$ cat src/rtl/i2c_ctrl_pkg.sv
// i2c_ctrl_pkg
//   Shared types for the I2C byte master: command opcodes, response
//   codes, controller state encoding and the quarter-counter width.
package i2c_ctrl_pkg;

  typedef enum logic [1:0] {
    CMD_START = 2'd0,
    CMD_WRITE = 2'd1,
    CMD_READ  = 2'd2,
    CMD_STOP  = 2'd3
  } i2c_cmd_t;

  typedef enum logic [1:0] {
    RSP_OK       = 2'd0,
    RSP_NACK     = 2'd1,
    RSP_ARB_LOST = 2'd2
  } i2c_rsp_t;

  typedef enum logic [2:0] {
    ST_IDLE  = 3'd0,
    ST_START = 3'd1,
    ST_BIT   = 3'd2,
    ST_ACK   = 3'd3,
    ST_STOP  = 3'd4,
    ST_RESP  = 3'd5
  } i2c_state_t;

  // Wide enough for the largest legal quarter length (65535 clocks).
  localparam int CNT_W = 16;

endpackage

$ cat src/rtl/i2c_clk_gen.sv
// i2c_clk_gen
//   Quarter-period tick generator. Counts 0..CLK_DIV-1 while enabled and
//   pulses tick_o during the last count of each quarter.
//   Ports:
//     clk, rst  - clock, asynchronous active-high reset
//     en_i      - count enable; when low the counter is cleared so every
//                 command starts on a fresh quarter boundary
//     hold_i    - freeze the counter (clock stretching)
//     tick_o    - quarter ends at the next rising edge of clk
module i2c_clk_gen
  import i2c_ctrl_pkg::*;
#(
  parameter int CLK_DIV = 25
) (
  input  logic clk,
  input  logic rst,
  input  logic en_i,
  input  logic hold_i,
  output logic tick_o
);

  localparam logic [CNT_W-1:0] LAST = CNT_W'(CLK_DIV - 1);

  logic [CNT_W-1:0] cnt_q, cnt_d;

  always_comb begin
    cnt_d = cnt_q;
    if (!en_i) begin
      cnt_d = '0;
    end else if (!hold_i) begin
      cnt_d = (cnt_q == LAST) ? '0 : cnt_q + CNT_W'(1);
    end
  end

  always_ff @(posedge clk or posedge rst) begin
    if (rst) begin
      cnt_q <= '0;
    end else begin
      cnt_q <= cnt_d;
    end
  end

  assign tick_o = en_i && !hold_i && (cnt_q == LAST);

endmodule

$ cat src/rtl/i2c_byte_master.sv
// i2c_byte_master
//   Byte-level I2C master. Executes one START / WRITE / READ / STOP command
//   at a time and returns a single-cycle response.
//   Optional feature macro: I2C_CLK_STRETCH_EN (target clock stretching;
//   when undefined scl_i is ignored and timing is fixed).
//   Ports:
//     clk, rst                 - clock, asynchronous active-high reset
//     cmd_valid/cmd_ready      - command handshake (ready only when idle)
//     cmd_op, cmd_data, cmd_ack- opcode, WRITE byte, READ ack choice
//     rsp_valid                - one-cycle completion pulse
//     rsp_data, rsp_status     - READ byte (0 otherwise), OK/NACK/ARB_LOST
//     scl_i, sda_i             - synchronised bus levels
//     scl_oe, sda_oe           - 1 pulls the line low, 0 releases it
module i2c_byte_master
  import i2c_ctrl_pkg::*;
#(
  parameter int CLK_DIV = 25
) (
  input  logic       clk,
  input  logic       rst,
  input  logic       cmd_valid,
  output logic       cmd_ready,
  input  i2c_cmd_t   cmd_op,
  input  logic [7:0] cmd_data,
  input  logic       cmd_ack,
  output logic       rsp_valid,
  output logic [7:0] rsp_data,
  output i2c_rsp_t   rsp_status,
  input  logic       scl_i,
  input  logic       sda_i,
  output logic       scl_oe,
  output logic       sda_oe
);

  i2c_state_t state_q, state_d;
  i2c_cmd_t   op_q, op_d;
  i2c_rsp_t   status_q, status_d;
  i2c_rsp_t   rsp_status_q, rsp_status_d;
  logic [7:0] data_q, data_d;
  logic [7:0] rsp_data_q, rsp_data_d;
  logic [1:0] quarter_q, quarter_d;
  logic [2:0] bit_q, bit_d;
  logic       ack_q, ack_d;
  logic       cmd_ready_q, cmd_ready_d;
  logic       rsp_valid_q, rsp_valid_d;
  logic       scl_oe_q, scl_oe_d;
  logic       sda_oe_q, sda_oe_d;

  logic tick, en, hold, accept, arb;

  assign en = (state_q == ST_START) || (state_q == ST_BIT) ||
              (state_q == ST_ACK)   || (state_q == ST_STOP);

`ifdef I2C_CLK_STRETCH_EN
  // Released SCL that reads low means a target is stretching the clock.
  assign hold = en && !scl_oe_q && !scl_i;
`else
  logic unused_scl;
  assign unused_scl = scl_i;
  assign hold       = 1'b0;
`endif

  i2c_clk_gen #(
    .CLK_DIV(CLK_DIV)
  ) u_clk_gen (
    .clk   (clk),
    .rst   (rst),
    .en_i  (en),
    .hold_i(hold),
    .tick_o(tick)
  );

  assign accept = cmd_valid && cmd_ready_q;

  always_comb begin
    state_d      = state_q;
    op_d         = op_q;
    status_d     = status_q;
    rsp_status_d = rsp_status_q;
    data_d       = data_q;
    rsp_data_d   = rsp_data_q;
    quarter_d    = quarter_q;
    bit_d        = bit_q;
    ack_d        = ack_q;
    rsp_valid_d  = 1'b0;
    scl_oe_d     = scl_oe_q;
    sda_oe_d     = sda_oe_q;
    arb          = 1'b0;

    // Arbitration: we released SDA during an SCL-high quarter but someone
    // else is holding it low. Only checked where the master owns SDA.
    if (tick && !scl_oe_q && !sda_oe_q && !sda_i &&
        ((state_q == ST_START) || (state_q == ST_STOP) ||
         ((state_q == ST_BIT) && (op_q == CMD_WRITE)))) begin
      arb = 1'b1;
    end

    unique case (state_q)
      ST_IDLE: begin
        if (accept) begin
          op_d      = cmd_op;
          ack_d     = cmd_ack;
          data_d    = (cmd_op == CMD_WRITE) ? cmd_data : 8'h00;
          quarter_d = 2'd0;
          bit_d     = 3'd7;
          status_d  = RSP_OK;
          unique case (cmd_op)
            CMD_START: state_d = ST_START;
            CMD_STOP:  state_d = ST_STOP;
            default:   state_d = ST_BIT;
          endcase
        end
      end
      ST_START, ST_STOP: begin
        if (tick) begin
          quarter_d = quarter_q + 2'd1;
          if (quarter_q == 2'd3) state_d = ST_RESP;
        end
      end
      ST_BIT: begin
        if (tick) begin
          quarter_d = quarter_q + 2'd1;
          if (quarter_q == 2'd3) begin
            // End of the second SCL-high quarter: data is stable here.
            if (op_q == CMD_READ) data_d = {data_q[6:0], sda_i};
            bit_d = bit_q - 3'd1;
            if (bit_q == 3'd0) state_d = ST_ACK;
          end
        end
      end
      ST_ACK: begin
        if (tick) begin
          quarter_d = quarter_q + 2'd1;
          if (quarter_q == 2'd3) begin
            if ((op_q == CMD_WRITE) && sda_i) status_d = RSP_NACK;
            state_d = ST_RESP;
          end
        end
      end
      ST_RESP: begin
        state_d      = ST_IDLE;
        rsp_valid_d  = 1'b1;
        rsp_data_d   = (op_q == CMD_READ) ? data_q : 8'h00;
        rsp_status_d = status_q;
      end
      default: state_d = ST_IDLE;
    endcase

    if (arb) begin
      state_d  = ST_RESP;
      status_d = RSP_ARB_LOST;
    end

    // Line drivers follow the phase being entered so they change on the
    // same edge as the quarter boundary. IDLE/RESP keep the bus as left.
    unique case (state_d)
      ST_START: begin
        scl_oe_d = (quarter_d == 2'd3);
        sda_oe_d = (quarter_d != 2'd0);
      end
      ST_BIT: begin
        scl_oe_d = !quarter_d[1];
        sda_oe_d = (op_d == CMD_WRITE) ? !data_d[bit_d] : 1'b0;
      end
      ST_ACK: begin
        scl_oe_d = !quarter_d[1];
        sda_oe_d = (op_d == CMD_READ) ? ack_d : 1'b0;
      end
      ST_STOP: begin
        scl_oe_d = (quarter_d == 2'd0);
        sda_oe_d = !quarter_d[1];
      end
      default: ;
    endcase

    if (arb) begin
      scl_oe_d = 1'b0;
      sda_oe_d = 1'b0;
    end

    // Registered so that ready stays low for the first clock after reset.
    cmd_ready_d = (state_d == ST_IDLE);
  end

  always_ff @(posedge clk or posedge rst) begin
    if (rst) begin
      state_q      <= ST_IDLE;
      op_q         <= CMD_START;
      status_q     <= RSP_OK;
      rsp_status_q <= RSP_OK;
      data_q       <= 8'h00;
      rsp_data_q   <= 8'h00;
      quarter_q    <= 2'd0;
      bit_q        <= 3'd0;
      ack_q        <= 1'b0;
      cmd_ready_q  <= 1'b0;
      rsp_valid_q  <= 1'b0;
      scl_oe_q     <= 1'b0;
      sda_oe_q     <= 1'b0;
    end else begin
      state_q      <= state_d;
      op_q         <= op_d;
      status_q     <= status_d;
      rsp_status_q <= rsp_status_d;
      data_q       <= data_d;
      rsp_data_q   <= rsp_data_d;
      quarter_q    <= quarter_d;
      bit_q        <= bit_d;
      ack_q        <= ack_d;
      cmd_ready_q  <= cmd_ready_d;
      rsp_valid_q  <= rsp_valid_d;
      scl_oe_q     <= scl_oe_d;
      sda_oe_q     <= sda_oe_d;
    end
  end

  assign cmd_ready  = cmd_ready_q;
  assign rsp_valid  = rsp_valid_q;
  assign rsp_data   = rsp_data_q;
  assign rsp_status = rsp_status_q;
  assign scl_oe     = scl_oe_q;
  assign sda_oe     = sda_oe_q;

endmodule

$ cat config.mk
export PLATFORM = sky130hd
export DESIGN_NAME = i2c_byte_master
export DESIGN_NICKNAME = d
export VERILOG_FILES = /design/src/rtl/i2c_ctrl_pkg.sv /design/src/rtl/i2c_clk_gen.sv /design/src/rtl/i2c_byte_master.sv
export SDC_FILE = /design/constraint.sdc
export NUM_CORES = 1
export LEC_CHECK = 0
export BUFFER_PORTS_ARGS = -buffer_cell sky130_fd_sc_hd__buf_2
export CAP_MARGIN = 30
export CORE_MARGIN = 2
export CORE_UTILIZATION = 60
export DETAILED_ROUTE_END_ITERATION = 6
export PLACE_DENSITY = 0.81
export SLEW_MARGIN = 0
export SYNTH_ARGS = -nofsm -noshare
export SYNTH_HDL_FRONTEND = slang
export SYNTH_HIERARCHICAL = 1
export SYNTH_SLANG_ARGS = --single-unit
$ cat constraint.sdc
create_clock -name clk -period 4.46 [get_ports clk]
set_input_delay 0.446 -clock clk [delete_from_list [all_inputs] [get_ports clk]]
set_output_delay 0.446 -clock clk [all_outputs]
set_load 0.03 [all_outputs]
==> flow_metrics.py, run 1 <==
metrics = {
    "power": {
        "power_frac_clock": 0.169,
        "p_comb_frac": 0.398,
        "p_seq_frac": 0.433,
        "cellInternalPower_uw": 941,
        "total_switching_power_uw": 742,
        "vdd_drop_max_v": 0.000326,
        "power.leakage_uw": 0.00150,
        "sw_frac_of_total": 0.441,
        "pwr_density_cell_nw_per_um2": 521,
    },
    "grt": {
        "globalRouteOverflowTotal": 0,
        "first_global_vias": 2228,
        "grt_util_all_layers": 0.250,
        "grt_max_degree": 36,
        "wire_length_of_the_first_global_routing_pass_microns": 10700,
        "grt_antenna_before_repair": 0,
    },
    "sta": {
        "worst_slack_ns": 1.25,
        "relSlewSlack": 0.336,
        "fmax_mhz": 311,
        "worst_hold_check_slack_ns": 0.197,
        "finalMaxSlewViolations": 0,
        "max_slew.worst_pin.slew_ns": 0.996,
        "totalNegativeSetupSlack_ns": 0,
        "layout_worst_path_cycle_share": 0.721,
        "unrepaired_setup_endpoints_after_global_routing": "false",
        "timing.final.hold_violations": 0,
        "final.min_clock_period_ns": 3.21,
        "clock-skew-final_ns": 0.00598,
        "setup_viol": 0,
    },
    "die": {
        "fp.dieArea_sq_um": 5610,
        "top_level_ports": 30,
        "floorplan.initialDensity": 0.630,
        "placement_row_count": 25,
        "chipHeight_microns": 74.9,
        "chipWidth_microns": 74.9,
        "fp.coreArea_sq_um": 4790,
    },
    "yosys": {
        "syn_avg_cell_area_sq_um": 9.34,
        "synth_seq_cells": 51,
        "synth_cells": 323,
        "netlist_area_sq_um": 3020,
        "synth.distinct_cells": 68,
        "syn-num-nets": 347,
        "synth_largest_type_area_fraction": 0.423,
        "synth_top_flop_cell": "dfrtp_1",
        "synth_largest_area_cell": "dfrtp_1",
        "count_of_warnings_emitted_by_yosys": 6,
        "synthArstFlopShare": 1.00,
        "ranking_of_synthesized_cells_by_area": "dfrtp_1, nand2_1, o21ai_0",
        "synth_seq_area_share": 0.423,
        "synth_edf_count": 0,
    },
    "outcome": {
        "run_status": "finished, final reports clean",
    },
    "cts": {
        "cts-htree-levels": 2,
        "clk-insertion-delay-late_ns": 0.31,
        "cts.reportedPaths.clkPinSlew_ns": 0.10,
        "clk_path_buf_depth": 2,
        "post_cts_resize_count": 0,
        "clock_root_cell": "clkbuf_8",
        "post_cts_hold_buffer_count": 0,
        "numCtsBuffers": 5,
        "cts_tree": "built",
        "postCtsSetupRepairBufs": 0,
        "cts_sinks": 51,
    },
    "setup_path": {
        "setup.worst_path.class": "reg -> reg",
        "rr_startpoint": "state_q[2]",
        "critical_path.reg2reg.endpoint": "sda_oe",
        "cp.required_ns": 4.70,
        "cp_max_fo": 17,
        "timing.reg2reg.worst_path_depth": 11,
        "worstSetupEndpointType": "flip-flop",
        "cp.arrival_ns": 3.46,
        "reg2reg_slack_ns": 1.25,
        "start_kind": "flip-flop",
    },
    "flow_run": {
        "max-cap-violations": 0,
    },
    "routing": {
        "remaining_drc_errors": 0,
        "drt_iter0_markers": 196,
        "detail_route.first_pass.iterations": 5,
        "postRouteWirelength_microns": 6470,
        "antenna_left": 0,
        "wl_per_cell_microns": 15.7,
        "vias": 2565,
        "via_count_normalized_by_instance_count": 6.23,
    },
    "finish": {
        "layout-drive-gt1-share": 0.171,
        "count_of_fill_cells_added_during_filler_insertion": 416,
        "final_common_cell": "dfrtp_1",
        "final_design_area_no_fill_sq_um": 3230,
        "layout.nets": 368,
        "syn_to_final_growth_pct": 7.05,
        "insertedDiodeCount": 0,
        "final_cells": 412,
        "most-common-layout-cells": "dfrtp_1, nand2_1, buf_2",
    },
    "placement": {
        "finalWeightedCongestion": 0.834,
        "placed_cells_incl_taps": 404,
        "hpwl_microns": 4670,
        "place.port_buffers": 28,
        "place_ws_ns": 1.33,
        "dpl_cell_area_sq_um": 3130,
    },
    "hold_path": {
        "hold_path.class": "in -> async",
    },
}
[cells in the mapped netlist, drive strengths merged (6+ instances only)]
cell	n
a21oi	9
nand3	17
o21ai	28
nand4	6
nor4	6
nand2b	6
inv	18
dfrtp	51
ha	8
nor2	13
and2	7
a31oi	13
buf	12
nand2	51
[cell type report]
class / instances / area (sq um) / share of cell area
inverter: 18 / 67.6 / 0.0209
clock inverter: 3 / 26.3 / 0.00814
clock buffer: 5 / 68.8 / 0.0213
timing repair buffer: 29 / 148 / 0.0457
sequential: 51 / 1280 / 0.395
multi-input combinational: 239 / 1560 / 0.483
tap: 67 / 83.8 / 0.0260
[sequential cells by signal (all words and copies together), names as in the netlist]
signal,count
op_q,2
u_clk_gen/cnt_q,16
cmd_ready,1
quarter_q,2
status_q,2
rsp_status,2
ack_q,1
bit_q,3
rsp_valid,1
state_q,3
scl_oe,1
data_q,8
sda_oe,1
rsp_data,8
[critical path: stages, from the launching register on]
cell and delay, ns:
dfrtp_1 0.75, or3_1 0.21, and2_1 0.25, nand2b_1 0.12, nor2_1 0.37, nor4b_1 0.28, o311a_1 0.45, a21oi_2 0.10
and2_2 0.24, a31oi_1 0.13, a32oi_1 0.14, o21ai_1 0.10
[cell families (layout without fill, tap and decap cells)]
logic type / count (synthesis) / after routing / synth area share
AND/OR/NAND/NOR: 135 / 135 / 0.257
multiplexers: 7 / 7 / 0.0245
buffers and inverters: 33 / 55 / 0.0602
adder cells (fa/ha/maj): 8 / 8 / 0.0332
AO/OA/AOI/OAI: 85 / 85 / 0.192
flip-flops: 51 / 51 / 0.423
XOR/XNOR: 3 / 3 / 0.00872
other: 1 / 1 / 0.00124
[metrics by stage]
step / power, uW / utilization
floorplan: 1260 / -
global placement: 1360 / 0.655
detailed placement: 1380 / 0.655
CTS: 1670 / 0.675
global route: 1810 / 0.675
finish: 1680 / 0.675
[routing by layer]
| layer | track usage | wire length [microns] | vias up |
|---|---|---|---|
| met3 | 0.0495 | 408 | 12 |
| met2 | 0.364 | 3030 | 99 |
| li1 | - | - | 1225 |
| met5 | 0 | 0 | - |
| met4 | 0.0873 | 91 | 0 |
| met1 | 0.374 | 2930 | 1229 |
[worst max path at each step]
| stage | from | to | cells after the start |
|---|---|---|---|
| 2_1_floorplan | u_clk_gen/cnt_q[0] | sda_oe | 13 |
| 3_3_place_gp | u_clk_gen/cnt_q[0] | sda_oe | 12 |
| 3_5_place_dp | u_clk_gen/cnt_q[0] | sda_oe | 12 |
| 4_1_cts | u_clk_gen/cnt_q[0] | sda_oe | 12 |
| 5_1_grt | state_q[2] | sda_oe | 11 |
| 6_report | state_q[2] | sda_oe | 11 |
[power groups by stage]
stage          clock, uW  sequential (uW)  combinational (uW)
2_1_floorplan          0              699                 565
3_3_place_gp           0              726                 637
3_5_place_dp           0              733                 651
4_1_cts              294              724                 656
5_1_grt              307              746                 756
6_report             284              729                 670
No activity file was read; power rests on OpenSTA's default activity.
==> inputs of run 2 (changes only) <==
--- a/config.mk
+++ b/config.mk
@@ -8,9 +8,9 @@
 export BUFFER_PORTS_ARGS = -buffer_cell sky130_fd_sc_hd__buf_2
 export CAP_MARGIN = 30
 export CORE_MARGIN = 2
-export CORE_UTILIZATION = 60
+export CORE_UTILIZATION = 53
 export DETAILED_ROUTE_END_ITERATION = 6
-export PLACE_DENSITY = 0.81
+export PLACE_DENSITY = 0.76
 export SLEW_MARGIN = 0
 export SYNTH_ARGS = -nofsm -noshare
 export SYNTH_HDL_FRONTEND = slang
==> constraint.sdc (replaced) <==
create_clock -name clk -period 2.8 [get_ports clk]
set_input_delay 0.28 -clock clk [delete_from_list [all_inputs] [get_ports clk]]
set_output_delay 0.28 -clock clk [all_outputs]
set_load 0.03 [all_outputs]
==> run 2 against run 1 <==
Net effect: critical path depth grew 3; highest routed layer unchanged; critical path type unchanged; final cell count grew 8.5%; setup slack got worse by 1.1 ns.
==> flow_metrics.py, run 2 (synthesis gave the netlist of run 1 again) <==
metrics = {
    "finish": {
        "layout-drive-gt1-share": 0.269,
        "count_of_fill_cells_added_during_filler_insertion": 458,
        "insertedDiodeCount": 0,
        "final_design_area_no_fill_sq_um": 3570,
        "layout.nets": 398,
        "largest-register": "u_clk_gen/cnt_q",
        "syn_to_final_growth_pct": 18.3,
        "utilization": 0.648,
        "most-common-layout-cells": "dfrtp_1, nand2_1, buf_4",
        "largest_register_ff_count": 16,
        "final_common_cell": "dfrtp_1",
    },
    "setup_path": {
        "reg2reg_slack_ns": 0.14,
        "setup.worst_path.class": "reg -> reg",
        "start_kind": "flip-flop",
        "cp_max_fo": 5,
        "cp.required_ns": 3.04,
        "critical_path.reg2reg.endpoint": "sda_oe",
        "worstSetupEndpointType": "flip-flop",
        "timing.reg2reg.worst_path_depth": 14,
        "rr_startpoint": "state_q[0]",
        "cp.arrival_ns": 2.91,
    },
    "sta": {
        "max_slew.worst_pin.slew_ns": 0.660,
        "finalMaxSlewViolations": 0,
        "relSlewSlack": 0.559,
        "worst_hold_check_slack_ns": 0.213,
        "timing.final.hold_violations": 0,
        "layout_worst_path_cycle_share": 0.951,
        "worst_slack_ns": 0.137,
        "clock-skew-final_ns": 0.00437,
        "fmax_mhz": 376,
        "final.min_clock_period_ns": 2.66,
        "setup_viol": 0,
    },
    "cts": {
        "clock_root_cell": "clkbuf_8",
        "numCtsBuffers": 5,
        "clk_path_buf_depth": 2,
        "cts_sinks": 51,
        "clk-insertion-delay-late_ns": 0.31,
        "cts-htree-levels": 2,
        "cts.reportedPaths.clkPinSlew_ns": 0.09,
        "cts_tree": "built",
    },
    "placement": {
        "hpwl_microns": 5100,
        "place_ws_ns": -0.0205,
        "dpl_cell_area_sq_um": 3320,
        "place.port_buffers": 28,
        "finalWeightedCongestion": 0.860,
    },
    "hold_path": {
        "min-delay-start": "cmd_data[7]",
        "hold_path.class": "in -> reg",
        "min_to": "data_q[7]",
        "min_delay_path_depth": 3,
    },
    "die": {
        "chipWidth_microns": 79.4,
        "chipHeight_microns": 79.4,
        "fp.dieArea_sq_um": 6310,
        "placement_row_count": 27,
        "top_level_ports": 30,
        "fp.coreArea_sq_um": 5510,
        "floorplan.initialDensity": 0.548,
    },
    "grt": {
        "grt_util_all_layers": 0.235,
        "grt_max_degree": 31,
        "first_global_vias": 2495,
        "globalRouteOverflowTotal": 0,
        "wire_length_of_the_first_global_routing_pass_microns": 11700,
        "grt_antenna_before_repair": 0,
    },
    "power": {
        "totalPowerFinal_uw": 2990,
        "power.leakage_uw": 0.00169,
        "vdd_drop_max_v": 0.000573,
        "pwr_density_cell_nw_per_um2": 839,
    },
    "flow_run": {
        "max-cap-violations": 0,
    },
    "routing": {
        "via_count_normalized_by_instance_count": 5.95,
        "postRouteWirelength_microns": 7140,
        "antenna_left": 0,
        "remaining_drc_errors": 0,
        "vias": 2661,
        "wl_per_cell_microns": 16.0,
        "drt_iter0_markers": 143,
        "detail_route.first_pass.iterations": 5,
    },
    "outcome": {
        "run_status": "finished, final reports clean",
    },
}
==> run 2: changes by cell type in the layout (fill, tap and decap cells not counted), moves of 2 or more <==
| cell | change |
|---|---|
| buf_4 | +29 |
| inv_6 | -2 |
| nand2b_1 | -2 |
| nand2b_4 | +2 |
| nor2_1 | -2 |
==> run 2: worst max-delay path by stage <==
stage / from / end / slack, ns / cells after the start
after global placement: u_clk_gen/cnt_q[0] / sda_oe / 0.05 / 12
after global routing: state_q[0] / sda_oe / -0.03 / 14
final: state_q[0] / sda_oe / 0.14 / 14
after detailed placement: u_clk_gen/cnt_q[0] / sda_oe / -0.02 / 12
after CTS: u_clk_gen/cnt_q[8] / sda_oe / 0.07 / 11
after floorplan: u_clk_gen/cnt_q[0] / sda_oe / 0.14 / 13
==> run 2: critical path, cell delays in order, from the launching register on <==
cell and delay, ns:
dfrtp_1 0.39, or3_1 0.40, and2_1 0.19, nand2b_1 0.15, nor2_4 0.07, buf_4 0.14, a31oi_2 0.18, a32oi_1 0.09
buf_4 0.16, nand2b_4 0.14, nor2_2 0.17, buf_4 0.13, and4b_1 0.19, o31ai_1 0.07, o21ai_1 0.12
==> run 2: area by class of cell <==
class                           instances  area [sq um]  share of cell area
Clock inverter                          2          16.3             0.00456
Sequential cell                        51          1280               0.358
Inverter                               18          67.6              0.0189
Multi-Input combinational cell        239          1660               0.465
Clock buffer                            6          82.6              0.0231
Tap cell                               72          90.1              0.0253
Timing Repair Buffer                   59           375               0.105
==> run 2: per-stage QoR <==
stage | TNS, ns | instances
2_1_floorplan | 0 | 323
3_3_place_gp | 0 | 433
3_5_place_dp | -0.0205 | 433
4_1_cts | 0 | 442
5_1_grt | -0.0343 | 447
6_report | 0 | 447
==> run 2: layer usage <==
layer / GRT usage / routed length (microns)
met2: 0.392 / 3470
met5: 0 / 0
met4: 0.0690 / 90
met1: 0.315 / 3260
met3: 0.0373 / 319
==> run 2: power by group <==
group	switching [uW]	internal [uW]
logic	851	624
clock network	256	202
registers	149	909
==> run 2: timing repair <==
action / 4_1_cts / 5_1_grt
buffers inserted: 0 / 5
pin swaps: 0 / 5
cloned: 0 / 0
hold endpoints to repair: 5 / 0
gates resized for setup: 2 / 19
hold buffers: 1 / 0
endpoints found under the setup margin: 2 / 2
